`config.mk`:
```
export PLATFORM = sky130hd
export DESIGN_NAME = uart_tx_frame
export DESIGN_NICKNAME = d
export VERILOG_FILES = /design/src/rtl/uart_pkg.sv /design/src/rtl/uart_baud_tick.sv /design/src/rtl/uart_tx_frame.sv
export SDC_FILE = /design/constraint.sdc
export NUM_CORES = 1
export LEC_CHECK = 0
export CORE_MARGIN = 2
export CORE_UTILIZATION = 40
export CTS_CLUSTER_SIZE = 10
export DETAILED_ROUTE_END_ITERATION = 8
export GPL_ROUTABILITY_DRIVEN = 0
export GPL_TIMING_DRIVEN = 0
export PLACE_DENSITY = 0.61
export SLEW_MARGIN = 20
export SYNTH_ARGS = -nofsm -noshare
export SYNTH_HDL_FRONTEND = slang
export SYNTH_HIERARCHICAL = 1
export SYNTH_SLANG_ARGS = --single-unit
```
`constraint.sdc`:
```
create_clock -name CLK -period 4.05 [get_ports CLK]
set_clock_uncertainty 0.2 [all_clocks]
set_input_delay 0.81 -clock CLK [delete_from_list [all_inputs] [get_ports CLK]]
set_output_delay 0.81 -clock CLK [all_outputs]
set_load 0.1 [all_outputs]
```
`src/rtl/uart_pkg.sv`:
```
// Shared definitions for the UART transmit/receive blocks: state encoding,
// parity modes and board-level timing defaults.
package uart_pkg;

  typedef enum logic [2:0] {
    ST_IDLE   = 3'd0,
    ST_START  = 3'd1,
    ST_DATA   = 3'd2,
    ST_PARITY = 3'd3,
    ST_STOP   = 3'd4
  } tx_state_e;

  localparam int unsigned PAR_NONE = 0;
  localparam int unsigned PAR_ODD  = 1;
  localparam int unsigned PAR_EVEN = 2;

  localparam int unsigned CLK_HZ_DEFAULT   = 50_000_000;
  localparam int unsigned BAUD_DEFAULT     = 115_200;
  localparam int unsigned BAUD_DIV_DEFAULT = 434;

  localparam int unsigned MAX_DATA_BITS = 9;

  // Parity over a word zero-extended to the widest supported frame.
  function automatic logic parity_bit(input logic [MAX_DATA_BITS-1:0] data,
                                      input int unsigned mode);
    logic even_bit;
    even_bit = ^data;
    return (mode == PAR_ODD) ? ~even_bit : even_bit;
  endfunction

endpackage : uart_pkg

```
`src/rtl/uart_baud_tick.sv`:
```
// Bit-period counter: counts 0..BAUD_DIV-1 while enabled and flags the last
// cycle of each bit. Shared by transmitter and receiver.
module uart_baud_tick
  import uart_pkg::*;
#(
  parameter int unsigned BAUD_DIV = BAUD_DIV_DEFAULT
) (
  input  logic clk,
  input  logic rst_n,
  input  logic clear_i,
  input  logic en_i,
  output logic tick_o
);

  localparam int unsigned CNT_W = $clog2(BAUD_DIV);
  localparam logic [CNT_W-1:0] CNT_LAST = CNT_W'(BAUD_DIV - 1);

  logic [CNT_W-1:0] cnt_q;
  logic [CNT_W-1:0] cnt_d;

  // Clear wins over enable so a new frame always starts at count 0.
  always_comb begin
    cnt_d = cnt_q;
    if (clear_i) begin
      cnt_d = '0;
    end else if (en_i) begin
      if (cnt_q == CNT_LAST) begin
        cnt_d = '0;
      end else begin
        cnt_d = cnt_q + CNT_W'(1);
      end
    end
  end

  always_ff @(posedge clk or negedge rst_n) begin
    if (!rst_n) begin
      cnt_q <= '0;
    end else begin
      cnt_q <= cnt_d;
    end
  end

  assign tick_o = (cnt_q == CNT_LAST);

endmodule : uart_baud_tick

```
`src/rtl/uart_tx_frame.sv`:
```
// Parametrised UART transmitter: start, DATA_BITS data (LSB first), optional
// parity, 1 or 2 stop bits; valid/ready intake and a done pulse per frame.
module uart_tx_frame
  import uart_pkg::*;
#(
  parameter int unsigned BAUD_DIV  = BAUD_DIV_DEFAULT,
  parameter int unsigned DATA_BITS = 8,
  parameter int unsigned PARITY    = PAR_NONE,
  parameter int unsigned STOP_BITS = 1
) (
  input  logic                 CLK,
  input  logic                 RST_n,
  input  logic                 Tx_Valid,
  input  logic [DATA_BITS-1:0] Tx_Data,
  output logic                 Tx_Ready,
  output logic                 Tx_Busy,
  output logic                 Tx_Done_Sig,
  output logic                 Tx_Pin_Out
);

  localparam int unsigned BIT_W = $clog2(DATA_BITS + 1);
  localparam logic [BIT_W-1:0] BIT_LAST = BIT_W'(DATA_BITS);

  generate
    if (BAUD_DIV < 2 || BAUD_DIV > 65535) begin : g_bad_baud_div
      $error("uart_tx_frame: BAUD_DIV must be 2..65535");
    end
    if (DATA_BITS < 5 || DATA_BITS > MAX_DATA_BITS) begin : g_bad_data_bits
      $error("uart_tx_frame: DATA_BITS must be 5..9");
    end
    if (PARITY > PAR_EVEN) begin : g_bad_parity
      $error("uart_tx_frame: PARITY must be 0, 1 or 2");
    end
    if (STOP_BITS < 1 || STOP_BITS > 2) begin : g_bad_stop_bits
      $error("uart_tx_frame: STOP_BITS must be 1 or 2");
    end
  endgenerate

  tx_state_e            state_q;
  logic [DATA_BITS-1:0] shift_q;
  logic [BIT_W-1:0]     bit_idx_q;
  logic                 par_q;
  logic                 stop_idx_q;
  logic                 pin_q;
  logic                 done_q;

  logic accept;
  logic bit_tick;

  assign accept = Tx_Valid && (state_q == ST_IDLE);

  uart_baud_tick #(
    .BAUD_DIV (BAUD_DIV)
  ) u_baud_tick (
    .clk     (CLK),
    .rst_n   (RST_n),
    .clear_i (accept),
    .en_i    (state_q != ST_IDLE),
    .tick_o  (bit_tick)
  );

  // Frame sequencer; every state change happens on the last cycle of a bit.
  always_ff @(posedge CLK or negedge RST_n) begin
    if (!RST_n) begin
      state_q    <= ST_IDLE;
      shift_q    <= '0;
      bit_idx_q  <= '0;
      par_q      <= 1'b0;
      stop_idx_q <= 1'b0;
      pin_q      <= 1'b1;
      done_q     <= 1'b0;
    end else begin
      done_q <= 1'b0;
      case (state_q)
        ST_IDLE: begin
          pin_q <= 1'b1;
          if (Tx_Valid) begin
            shift_q   <= Tx_Data;
            par_q     <= parity_bit(MAX_DATA_BITS'(Tx_Data), PARITY);
            bit_idx_q <= '0;
            pin_q     <= 1'b0;
            state_q   <= ST_START;
          end
        end
        ST_START: begin
          if (bit_tick) begin
            pin_q     <= shift_q[0];
            shift_q   <= shift_q >> 1;
            bit_idx_q <= BIT_W'(1);
            state_q   <= ST_DATA;
          end
        end
        ST_DATA: begin
          if (bit_tick) begin
            if (bit_idx_q == BIT_LAST) begin
              if (PARITY != PAR_NONE) begin
                pin_q   <= par_q;
                state_q <= ST_PARITY;
              end else begin
                pin_q      <= 1'b1;
                stop_idx_q <= 1'b0;
                state_q    <= ST_STOP;
              end
            end else begin
              pin_q     <= shift_q[0];
              shift_q   <= shift_q >> 1;
              bit_idx_q <= bit_idx_q + BIT_W'(1);
            end
          end
        end
        ST_PARITY: begin
          if (bit_tick) begin
            pin_q      <= 1'b1;
            stop_idx_q <= 1'b0;
            state_q    <= ST_STOP;
          end
        end
        ST_STOP: begin
          if (bit_tick) begin
            if ((STOP_BITS == 2) && !stop_idx_q) begin
              stop_idx_q <= 1'b1;
            end else begin
              done_q  <= 1'b1;
              state_q <= ST_IDLE;
            end
          end
        end
        default: begin
          pin_q   <= 1'b1;
          state_q <= ST_IDLE;
        end
      endcase
    end
  end

  // Ready/busy decode the state register; both are forced low during reset.
  assign Tx_Ready    = RST_n && (state_q == ST_IDLE);
  assign Tx_Busy     = RST_n && (state_q != ST_IDLE);
  assign Tx_Done_Sig = done_q;
  assign Tx_Pin_Out  = pin_q;

endmodule : uart_tx_frame

```
==> results of run 1 <==
==> cell usage after synthesis, types with 2 or more instances <==
master / count
a21o_1: 2
a21oi_1: 4
and2_1: 2
and2b_2: 2
dfrtp_1: 25
ha_1: 4
inv_1: 7
mux2_2: 6
mux2_4: 7
mux2i_1: 2
nand2_1: 11
nand2b_1: 2
nand3_1: 2
nand3b_1: 2
nor2_1: 12
nor2b_1: 2
nor3_1: 4
o21ai_0: 9
o31ai_1: 2
xnor2_1: 4
xor2_1: 2
==> path summary, 6_finish.rpt <==
path                                 startpoint                   end  slack, ps
hold reg to reg                    bit_idx_q[3]          bit_idx_q[3]        280
setup / recovery                     state_q[2]              Tx_Ready        360
max in group asynchronous                 RST_n  u_baud_tick/cnt_q[0]       2920
hold / removal                     bit_idx_q[3]          bit_idx_q[3]        280
setup reg to reg           u_baud_tick/cnt_q[1]            shift_q[2]       1450
min in group asynchronous                 RST_n          bit_idx_q[3]        330
==> metrics by stage <==
stage                     area (µm²)  total power, mW  hold slack (ps)  std cells  util [%]
after CTS                       1790            0.520              290        207      48.9
after floorplan                 1520            0.284              238        141         -
after global placement          1720            0.302              269        203      47.1
after detailed placement        1720            0.302              276        203      46.9
after global routing            1790            0.536              313        207      48.9
final                           1790            0.511              283        207      48.9
==> power by group <==
| group | internal, mW | switching (mW) |
|---|---|---|
| registers | 0.263 | 0.00194 |
| clock network | 0.132 | 0.0831 |
| logic | 0.0168 | 0.0137 |
| total | 0.412 | 0.0988 |
==> cell families (layout without fill, tap and decap cells) <==
group / count (synthesis) / count (layout) / synth area share [%]
xor gates and xnor gates: 6 / 6 / 3.45
DFF: 26 / 26 / 42.8
buffers and inverters: 10 / 28 / 3.04
AOI/OAI and AO/OA: 27 / 27 / 13.7
and+or+nand+nor: 52 / 52 / 20.4
adders and majority gates: 5 / 5 / 3.94
muxes: 15 / 15 / 12.7
==> final cells by class <==
cell class / instances / area (µm²) / share of cell area [%]
Timing Repair Buffer: 14 / 135 / 7.55
Sequential cell: 26 / 652 / 36.4
Multi-Input combinational cell: 105 / 825 / 46.1
Buffer: 3 / 20.0 / 1.12
Clock buffer: 3 / 41.3 / 2.31
Clock inverter: 1 / 30.0 / 1.68
Inverter: 7 / 26.3 / 1.47
Tap cell: 48 / 60.1 / 3.36
==> state kept, by name, indices dropped and copies added, names as in the netlist <==
| register | flops |
|---|---|
| Tx_Pin_Out | 1 |
| u_baud_tick/cnt_q | 9 |
| bit_idx_q | 4 |
| Tx_Done_Sig | 1 |
| shift_q | 8 |
| state_q | 3 |
==> critical path, delay by kind of cell, from the launching register on <==
family	cells	cell delay, ps
buf+inv	2	1360
flops	1	470
simple gates	2	580
==> metal layers <==
metal  GRT usage, %  vias up
li1               -      531
met1           18.9      516
met2           24.7       15
met3           3.25        2
met4           3.13        0
met5              0        -
==> metrics.md, run 1 <==
| Metric | Value |
|---|---|
| Status | `finished clean` |
| Top_reg_cell synth | `dfrtp_1` |
| Crit Path Max Fanout | `10` |
| # IOs | `15` |
| Met1 wire length | `~1.3 mm` |
| Critical Path RT | `3040 ps` |
| Drt first pass iters | `4` |
| Critical Path Max Stage Delay | `about 1100 ps` |
| Synthesized Nets | `156` |
| Worst-path cell chain | `clkbuf_1 > nor3_1 > and2_1 > clkdlybuf4s50_1` |
| Worst min path class | `register to register` |
| Post-CTS setup buffer count | `0` |
| TritonCTS Buffers | `3` |
| Rel. slew slack | `35.6%` |
| Met3 Wirelength | `~87 µm` |
| Global Route Usage Sum | `between 10 and 15%` |
| Die ar. | `0.00432 mm²` |
| VDD IR max | `139 µV` |
| Crit Path Class | `register to output pin` |
| Drt initial violations | `51` |
| Met2 WL | `1.35 mm` |
| Share of layout cells above drive strength 1 | `20.1%` |
| Setup ws final | `360 ps` |
| Final setup TNS | `0 ps` |
| Synth top area share | `roughly two fifths` |
| Mean Syn Cell Area | `10.8 µm²` |
| Initial Util | `41.6%` |
| Skew-Pair Late Insertion Delay | `270 ps` |
| Seq cells post-synth | `26` |
| Vias in the first global route | `1084` |
| Die W | `~66 µm` |
| Post-DRT Antenna Nets | `0` |
| Commonest non-fill, non-tap cell in the layout | `dfrtp_1` |
| FILL cells | `~340` |
| Syn-to-layout area delta | `17.5%` |
| Core area | `0.00366 mm²` |
| CTS tree | `done` |
| DP Wirelength | `1.94 mm` |
| FP Rows | `22` |
| Tmin final | `3690 ps` |
| DIE HEIGHT | `roughly 66 µm` |
| H-tree depth | `1` |
| Max_cap viols | `0` |
| Antenna cell count | `0` |
| Hold-fix buffers, CTS | `0` |
| Layout Nets | `175` |
| Post-Syn Area | `approximately 0.0015 mm²` |
| First-pass GRT wire length | `~4.9 mm` |
| EDFF count, synth | `0` |
| Initial antenna violation count | `0` |
| Buffers on Ports | `14` |
| Via count | `approximately 1.1k` |
| Fin crit share | `91.1%` |
| Largest net degree at the start of global routing | `29` |
| CP Launch Type | `register` |
| Fmax | `0.271 GHz` |
| Worst r2r path cells | `8` |
| Worst setup EP type | `output pin` |
| YS warnings | `6` |
| Worst slack, placed | `354 ps` |
| TritonCTS Sinks | `26` |
| Area contributors post-synth | `dfrtp_1 (41%), mux2_4 (6.9%), mux2_2 (4.4%)` |
| Async SR Flop Fraction | `100%` |
| Largest area contributor in the netlist | `dfrtp_1` |
| Vias per cell | `5.14` |
| # DRC | `0` |
| Resized cells post-CTS | `0` |
| Leak pwr | `0.769 nW` |
| Most frequent cells in the layout | `dfrtp_1 (25), clkdlybuf4s50_1 (13), nor2_1 (12)` |
| Worst-case clock buffer depth | `2` |
| Final hold violations | `0` |
| WHS Path Cells | `1` |
| Root Buffer | `clkbuf_8` |
| Critical path's slowest cell | `clkdlybuf4s50_1` |
| Unrepaired setup endpoints after global routing | `no` |
| Post-synthesis sequential area ratio | `42.8%` |
| Pwr Density | `286 mW/mm²` |
| Post-synthesis cell count | `~140` |
| Post-Route WL | `2.72 mm` |
| Worst-margin pin slew | `963 ps` |
| WL/cell | `13.2 µm` |
| Clk slew on worst S/H paths | `100 ps` |
| WP data arrival | `2680 ps` |
| Netlist cell types | `49` |
| Grt ovf | `0` |
| Final setup violation count | `0` |
| Final Max Tran Viols | `0` |
| Highest Signal Layer | `met4` |
Power figures use the tool's default switching activity.
==> run 2: changes to the inputs <==
--- a/config.mk
+++ b/config.mk
@@ -9,7 +9,6 @@
 export CORE_UTILIZATION = 40
 export CTS_CLUSTER_SIZE = 10
 export DETAILED_ROUTE_END_ITERATION = 8
-export GPL_ROUTABILITY_DRIVEN = 0
 export GPL_TIMING_DRIVEN = 0
 export PLACE_DENSITY = 0.61
 export SLEW_MARGIN = 20
==> results of run 2 <==
The final DEF is identical to that of run 1; final timing and power are the same.
